### config.mk
export PLATFORM = sky130hd
export DESIGN_NAME = step_gen_array
export DESIGN_NICKNAME = d
export VERILOG_FILES = /design/src/rtl/step_gen_array.sv
export SDC_FILE = /design/constraint.sdc
export NUM_CORES = 1
export LEC_CHECK = 0
export CORE_MARGIN = 2
export CORE_UTILIZATION = 60
export CTS_CLUSTER_DIAMETER = 100
export DETAILED_ROUTE_END_ITERATION = 8
export PLACE_DENSITY = 0.86
export SYNTH_ARGS = -nofsm -noshare
export SYNTH_HDL_FRONTEND = slang
export SYNTH_SLANG_ARGS = --single-unit
### constraint.sdc
create_clock -name clk -period 10.2 [get_ports clk]
set_input_delay 2.04 -clock clk [delete_from_list [all_inputs] [get_ports clk]]
set_output_delay 2.04 -clock clk [all_outputs]
set_load 0.01 [all_outputs]
### src/rtl/step_gen_array.sv
// step_gen_array -- N_CH independent step-pulse generators with signed
// position tracking, missed-strobe accounting and a global position snapshot.
// Each channel launches on a strobe while idle, then counts up every cycle;
// the step pulse is high while the previous count lies in [pre_n, pulse_n),
// and the channel ends once the count reaches post_n (or saturates).
// Optional feature: define STEP_GEN_QUEUE_EN to add a one-deep pending
// request slot per channel so a strobe arriving mid-pulse is deferred rather
// than dropped. With the macro undefined, no queue logic is built.
module step_gen_array #(
  parameter int N_CH  = 4,
  parameter int CNT_W = 16,
  parameter int POS_W = 32
) (
  input  logic                    clk,
  input  logic                    reset,
  input  logic [CNT_W-1:0]        pre_n,
  input  logic [CNT_W-1:0]        pulse_n,
  input  logic [CNT_W-1:0]        post_n,
  input  logic [N_CH-1:0]         step_stb,
  input  logic [N_CH-1:0]         step_dir,
  input  logic [N_CH-1:0]         invert_dir,
  input  logic [N_CH-1:0]         set_x,
  input  logic [POS_W-1:0]        x_val,
  input  logic                    hold,
  input  logic                    clr_missed,
  output logic [N_CH-1:0]         step,
  output logic [N_CH-1:0]         dir,
  output logic [N_CH-1:0]         busy,
  output logic [N_CH-1:0]         missed,
  output logic [8*N_CH-1:0]       missed_cnt,
  output logic [POS_W*N_CH-1:0]   x,
  output logic [POS_W*N_CH-1:0]   x_hold
);

  localparam logic [CNT_W-1:0] CNT_ONE = CNT_W'(1);
  localparam logic [POS_W-1:0] X_ONE   = POS_W'(1);
  localparam logic [7:0]       MCNT_MAX = 8'hFF;

  for (genvar i = 0; i < N_CH; i++) begin : g_ch
    logic [CNT_W-1:0] cnt_q, cnt_d;
    logic             step_q, step_d;
    logic             dir_q, dir_d;
    logic             busy_q, busy_d;
    logic             missed_q, missed_d;
    logic [7:0]       mcnt_q, mcnt_d;
    logic [POS_W-1:0] x_q, x_d;
    logic [POS_W-1:0] xh_q, xh_d;

    logic active;       // channel is mid-pulse this cycle
    logic term;         // this is the last active cycle
    logic launch;       // a request starts a new pulse next cycle
    logic launch_sdir;  // raw direction of the launching request
    logic launch_inv;   // polarity flip of the launching request
    logic drop;         // strobe discarded and reported as missed

`ifdef STEP_GEN_QUEUE_EN
    logic pend_q, pend_d;
    logic pend_sdir_q, pend_sdir_d;
    logic pend_inv_q, pend_inv_d;
`endif

    // Decide whether this cycle's strobe launches, waits in the slot, or is dropped.
    always_comb begin
      // NOTE: every signal written here gets a default first, so no path through the block can infer a latch.
      active      = (cnt_q != '0);
      term        = active && ((cnt_q >= post_n) || (&cnt_q));
      launch      = 1'b0;
      launch_sdir = step_dir[i];
      launch_inv  = invert_dir[i];
      drop        = 1'b0;
`ifdef STEP_GEN_QUEUE_EN
      pend_d      = pend_q;
      pend_sdir_d = pend_sdir_q;
      pend_inv_d  = pend_inv_q;
      if (!active) begin
        launch = step_stb[i];
      end else if (term) begin
        if (pend_q) begin
          // Pending request launches; a same-cycle strobe takes the freed slot.
          launch      = 1'b1;
          launch_sdir = pend_sdir_q;
          launch_inv  = pend_inv_q;
          pend_d      = step_stb[i];
          pend_sdir_d = step_dir[i];
          pend_inv_d  = invert_dir[i];
        end else begin
          // Empty slot: the strobe is queued and leaves it immediately.
          launch = step_stb[i];
        end
      end else if (step_stb[i]) begin
        if (pend_q) begin
          drop = 1'b1;
        end else begin
          pend_d      = 1'b1;
          pend_sdir_d = step_dir[i];
          pend_inv_d  = invert_dir[i];
        end
      end
`else
      launch = step_stb[i] && !active;
      drop   = step_stb[i] && active;
`endif
    end

    // Next-state datapath: counter, pulse, direction, position and missed count.
    always_comb begin
      cnt_d = '0;
      if (launch) begin
        cnt_d = CNT_ONE;
      end else if (active && !term) begin
        cnt_d = cnt_q + CNT_ONE;
      end
      busy_d = (cnt_d != '0);
      step_d = active && (cnt_q >= pre_n) && (cnt_q < pulse_n);
      dir_d  = launch ? (launch_sdir ^ launch_inv) : dir_q;

      // Position follows the raw direction; a load overrides the step update.
      x_d = x_q;
      if (launch) begin
        x_d = launch_sdir ? (x_q - X_ONE) : (x_q + X_ONE);
      end
      if (set_x[i]) begin
        x_d = x_val;
      end
      xh_d = hold ? x_q : xh_q;

      missed_d = drop;
      mcnt_d   = mcnt_q;
      if (clr_missed) begin
        mcnt_d = '0;
      end else if (drop && (mcnt_q != MCNT_MAX)) begin
        mcnt_d = mcnt_q + 8'd1;
      end
    end

    // State registers; reset clears everything and overrides all requests.
    always_ff @(posedge clk) begin
      // NOTE: sequential state uses non-blocking assignments so every flop samples pre-edge values.
      if (reset) begin
        cnt_q    <= '0;
        step_q   <= 1'b0;
        dir_q    <= 1'b0;
        busy_q   <= 1'b0;
        missed_q <= 1'b0;
        mcnt_q   <= '0;
        x_q      <= '0;
        xh_q     <= '0;
      end else begin
        cnt_q    <= cnt_d;
        step_q   <= step_d;
        dir_q    <= dir_d;
        busy_q   <= busy_d;
        missed_q <= missed_d;
        mcnt_q   <= mcnt_d;
        x_q      <= x_d;
        xh_q     <= xh_d;
      end
    end

`ifdef STEP_GEN_QUEUE_EN
    // Pending-slot registers.
    always_ff @(posedge clk) begin
      if (reset) begin
        pend_q      <= 1'b0;
        pend_sdir_q <= 1'b0;
        pend_inv_q  <= 1'b0;
      end else begin
        pend_q      <= pend_d;
        pend_sdir_q <= pend_sdir_d;
        pend_inv_q  <= pend_inv_d;
      end
    end
`endif

    assign step[i]                     = step_q;
    assign dir[i]                      = dir_q;
    assign busy[i]                     = busy_q;
    assign missed[i]                   = missed_q;
    assign missed_cnt[i*8 +: 8]        = mcnt_q;
    assign x[i*POS_W +: POS_W]         = x_q;
    assign x_hold[i*POS_W +: POS_W]    = xh_q;
  end

endmodule

Word-level counts from Yosys, hierarchy flattened --
Cells that the tools add are included.
Word-level totals: bits of input ports 100, logic and storage cells 145, output and inout bits 304, register bits 368
Cells by class: reductions and logical operators 57, equal/unequal tests 4, add/subtract/negate cells 16, bitwise logic cells 4, $lt $le $gt $ge 12, multiplexer cells 20
Operator list (count):
- 32-bit 2-to-1 mux | 12
- 32-bit by 1-bit adder with 32-bit output (second input constant) | 4
- 16-bit greater-or-equal comparator | 8
- 16-bit 2-to-1 mux | 8
- 16-bit nonzero test | 8
- 32-bit by 1-bit subtractor with 32-bit output (second input constant) | 4
- 16-bit by 1-bit adder with 16-bit output (second input constant) | 4
- 16-bit less-than comparator | 4
- 16-bit AND reduction | 4
- 8-bit by 1-bit adder with 8-bit output (second input constant) | 4
- 8-bit inequality test (second input constant) | 4
- 1-bit logical AND | 28
- 1-bit zero test | 8
- 2-bit nonzero test | 4
- 1-bit logical OR | 4
- 1-bit bitwise XOR | 4
- 2-bit OR reduction | 1

Depth between registers and ports, before layout --
depth in word-level cells 8, mapped depth 13

Worst setup path before layout --
OpenSTA, ideal clock, no wires.
path type in2reg, start input port step_dir[1], end register g_ch[1].x_q[28], path slack 5.591 ns, arrival time 4.523 ns, stages on the path 11, data required time 10.114 ns, cell sequence inv_1 -> fa_1 -> nor2b_1 -> o2111a_1 -> o21ai_1 -> a2111oi_2 -> o21ai_1 -> o21ai_0 -> o21a_1 -> mux2_2 -> a211oi_1
On the way: longest elaborated chain between the ends 3
RTL lines:
- start: declaration | line 20 | input logic [N_CH-1:0] step_dir,
- 32-bit 2-to-1 mux | line 120 | x_d = launch_sdir ? (x_q - X_ONE) : (x_q + X_ONE);
- 32-bit 2-to-1 mux | line 119 | if (launch) begin
- 32-bit 2-to-1 mux | line 122 | if (set_x[i]) begin
- end signal: assignment | line 146 | x_q <= '0;
- end signal: assignment | line 155 | x_q <= x_d;
- end: declaration | line 46 | logic [POS_W-1:0] x_q, x_d;
No other way between the ends. The select of a mux whose other input is x is not followed. A chain may end at the register's enable or synchronous reset.

Worst setup path after layout --
Ends and elaborated chain as after synthesis.

==> impl_metrics.toml <==
[sta]
worst_slew_margin_rel_pct = 20.2
fin_skew_ps = 31.4
slew_viol_final = 0
clock.fmax_mhz = 182
worst_slew_pin_slew_ps = 1200
setup_viol = 0
finalCritPeriodShare_pct = 53.8
rsz0062_at_grt = "no"
worst_slack_ps = 4710
tns_ps = 0
hold_violations = 0
post-route-min-period_ps = 5490

[finish]
layout_common_cells = "nor2_1 (450), clkdlybuf4s50_1 (397), dfxtp_1 (368)"
final_util_pct = 73.8
area_growth_pct = 21.5
finalNetCount = 3949
drive_gt1_share_pct = 3.49
fin_cells = 4144
nFillCells = 3327
final_common_cell = "nor2_1"

[synthesis]
synth.distinct_cells = 81
muxShareOfSynthArea_pct = 5.53
synth_edf_count = 0
synth_xor_area_share_pct = 6.26
synth_flop_cell = "dfxtp_1"
syn_area_mm2 = 0.0262
synth_compound_area_share_pct = 21.2
ys_warn_count = 0
synth_top_family_by_area = "compound AO/OA/AOI/OAI gates"
yosys_register_bits = 368
postSynthAreaPerCell_um2 = 8.09
synthArstFlopShare_pct = 0
syn_nets = 3660
ys_seq_area_share_pct = 28.2
synthAdderAreaFrac_pct = 15.6
synthCells = 3236
yosys.area_share.simple_pct = 18.7

[cts]
h-tree-depth = 2
clock_path_buffers = 3
clock_latency_ps = 600
ctsResizeCount = 0
cts_tree = "yes"
clk_pin_slew_ps = 60
numClockSinks = 368
cts_buffers = 41
root_buffer = "clkbuf_16"
cts_setup_buffers = 0
ctsHoldBuffers = 0

[setup_path]
r2r_cells = 8
path_cells = "clkdlybuf4s50_1 -> buf_4 -> inv_1 -> fa_1 -> nor2b_1 -> o2111a_1 -> o21ai_1 -> a2111oi_2 -> o21ai_1 -> o21ai_0 -> o21a_1 -> mux2_2 -> a211oi_1"
required_ps = 10710
crit_path_end_kind = "flip-flop"
worst-path-max-fanout = 33
cp.arrival_ps = 6000
cpMostUsedCell = "o21ai_1"
slowest_delay_ps = 600
cpMaxStageDelayCell = "a2111oi_2"
cp-start-kind = "input port"
worst-setup-path-type = "input port to flip-flop"

[placement]
dp_slack_ps = 4210
post-place-cells = 4067
io_buffers = 403
place_congestion = 0.994
dpl.hpwl_um = 65300

[global_routing]
antenna_found_initial = 3
grt_pass1_vias = 24500
grt_start_max_net_pins = 169
grt_pass1_wl_um = 135000
grt_overflow = 0
grt.total_usage_pct = 37.8

[drt]
route.detailed.drc = 0
wl_met1_um = 36000
routed_via_density = 6.31
wl_um = 88400
highest_layer = "met5"
drt_iter0_markers = 2620
via_count = 26100
wl_met2_um = 38500
ant_nets = 0
dr.pass1.iters = 6
met3WireLength_um = 9290
wl_per_cell_um = 21.3

[die]
ios = 404
start_util_pct = 60.7
rows = 76
die-area_mm2 = 0.0453
fp.dieW_um = 213
core-area_mm2 = 0.0431
die_h_um = 213

[power_and_ir_drop]
leakagePower_nw = 14.0
vdd_ir_drop_max_v = 0.000130
power_mw = 4.48
p_per_area_mw_per_mm2 = 141

[job]
maxCapViolations = 0

[min_path]
holdPathStages = 2
min_path_type = "flip-flop to flip-flop"

[status]
outcome = "completed"
worst max-delay path: cells and delay by family:
family | cells | cell delay [ps]
buffers and inverters | 3 | 960
multiplexers | 1 | 330
AND/OR/NAND/NOR | 1 | 200
AO/OA/AOI/OAI | 7 | 1970
adder cells (fa/ha/maj) | 1 | 440
Yosys cell counts (10+ instances only):
| master | instances | area (um^2) |
|---|---|---|
| a211o_1 | 11 | 96.3 |
| nand4_1 | 37 | 231 |
| buf_1 | 18 | 67.6 |
| a211oi_1 | 80 | 601 |
| o21bai_1 | 25 | 188 |
| nor2_1 | 450 | 1690 |
| o211ai_1 | 15 | 113 |
| a311oi_1 | 15 | 131 |
| a221oi_1 | 13 | 114 |
| xor2_1 | 85 | 744 |
| or3_1 | 17 | 106 |
| o21a_1 | 41 | 308 |
| buf_4 | 16 | 120 |
| a21o_1 | 104 | 781 |
| nand2b_1 | 31 | 194 |
| xnor2_1 | 102 | 893 |
| nand3_1 | 81 | 405 |
| o22ai_1 | 10 | 62.6 |
| a31oi_1 | 36 | 225 |
| o21ai_0 | 120 | 601 |
| dfxtp_1 | 368 | 7370 |
| buf_2 | 10 | 50.1 |
| a21oi_1 | 281 | 1410 |
| o31ai_1 | 15 | 113 |
| and2_1 | 15 | 93.8 |
| mux2i_1 | 140 | 1400 |
| ha_1 | 320 | 4000 |
| inv_1 | 127 | 477 |
| and3_1 | 43 | 269 |
| nor4_1 | 21 | 131 |
| nand2_1 | 210 | 788 |
| nor3_1 | 61 | 305 |
| nor2b_1 | 35 | 219 |
| clkbuf_1 | 129 | 484 |
| a21boi_0 | 10 | 75.1 |
area by class of cell:
cell class,instances,area (um^2),area share (%)
Timing Repair Buffer,420,4160,13.1
Clock inverter,25,343,1.08
Sequential cell,368,7370,23.2
Clock buffer,49,1110,3.48
Tap cell,585,732,2.30
Antenna cell,3,7.51,0.0236
Inverter,127,477,1.50
Multi-Input combinational cell,2567,17600,55.3
through the flow:
stage / hold slack (ps) / cell area [um^2]
final: 494 / 31800
after global routing: 521 / 31800
after CTS: 496 / 31800
after detailed placement: 482 / 30300
after global placement: 472 / 30300
after floorplan: 478 / 26200
state kept, by name (all words and copies together), names as in the netlist:
register       cells
g_ch.cnt_q        64
g_ch.step_q        4
g_ch.missed_q      4
g_ch.x_q         128
g_ch.mcnt_q       32
g_ch.busy_q        4
g_ch.xh_q        128
g_ch.dir_q         4
path summary, 6_finish.rpt:
| check | start | to | slack, ps |
|---|---|---|---|
| worst min-delay path | g_ch[1].xh_q[22] | g_ch[1].xh_q[22] | 490 |
| worst max register to register | g_ch[3].cnt_q[7] | g_ch[3].x_q[24] | 6470 |
| worst min register to register | g_ch[1].xh_q[22] | g_ch[1].xh_q[22] | 490 |
| worst max-delay path | step_dir[1] | g_ch[1].x_q[28] | 4710 |
kinds of logic after synthesis:
| family | after synthesis |
|---|---|
| and+or+nand+nor | 1057 |
| AOI/OAI and AO/OA | 855 |
| DFF | 368 |
| adders and majority gates | 324 |
| buffers and inverters | 301 |
| xor gates and xnor gates | 187 |
| muxes | 144 |
report_power, final:
part / internal, mW / switching (mW) / total [mW] / leakage, nW
Sequential: 1.52 / 0.107 / 1.63 / 3.01
Clock: 0.959 / 0.662 / 1.62 / 0.703
Combinational: 0.543 / 0.693 / 1.24 / 10.2
Total: 3.02 / 1.46 / 4.48 / 14.0
metal layers:
metal	vias up	GRT usage (%)
li1	12200	-
met1	12300	48.7
met2	1313	58.8
met3	256	9.38
met4	2	19.1
met5	-	0
(Power assumes the default switching activity.)
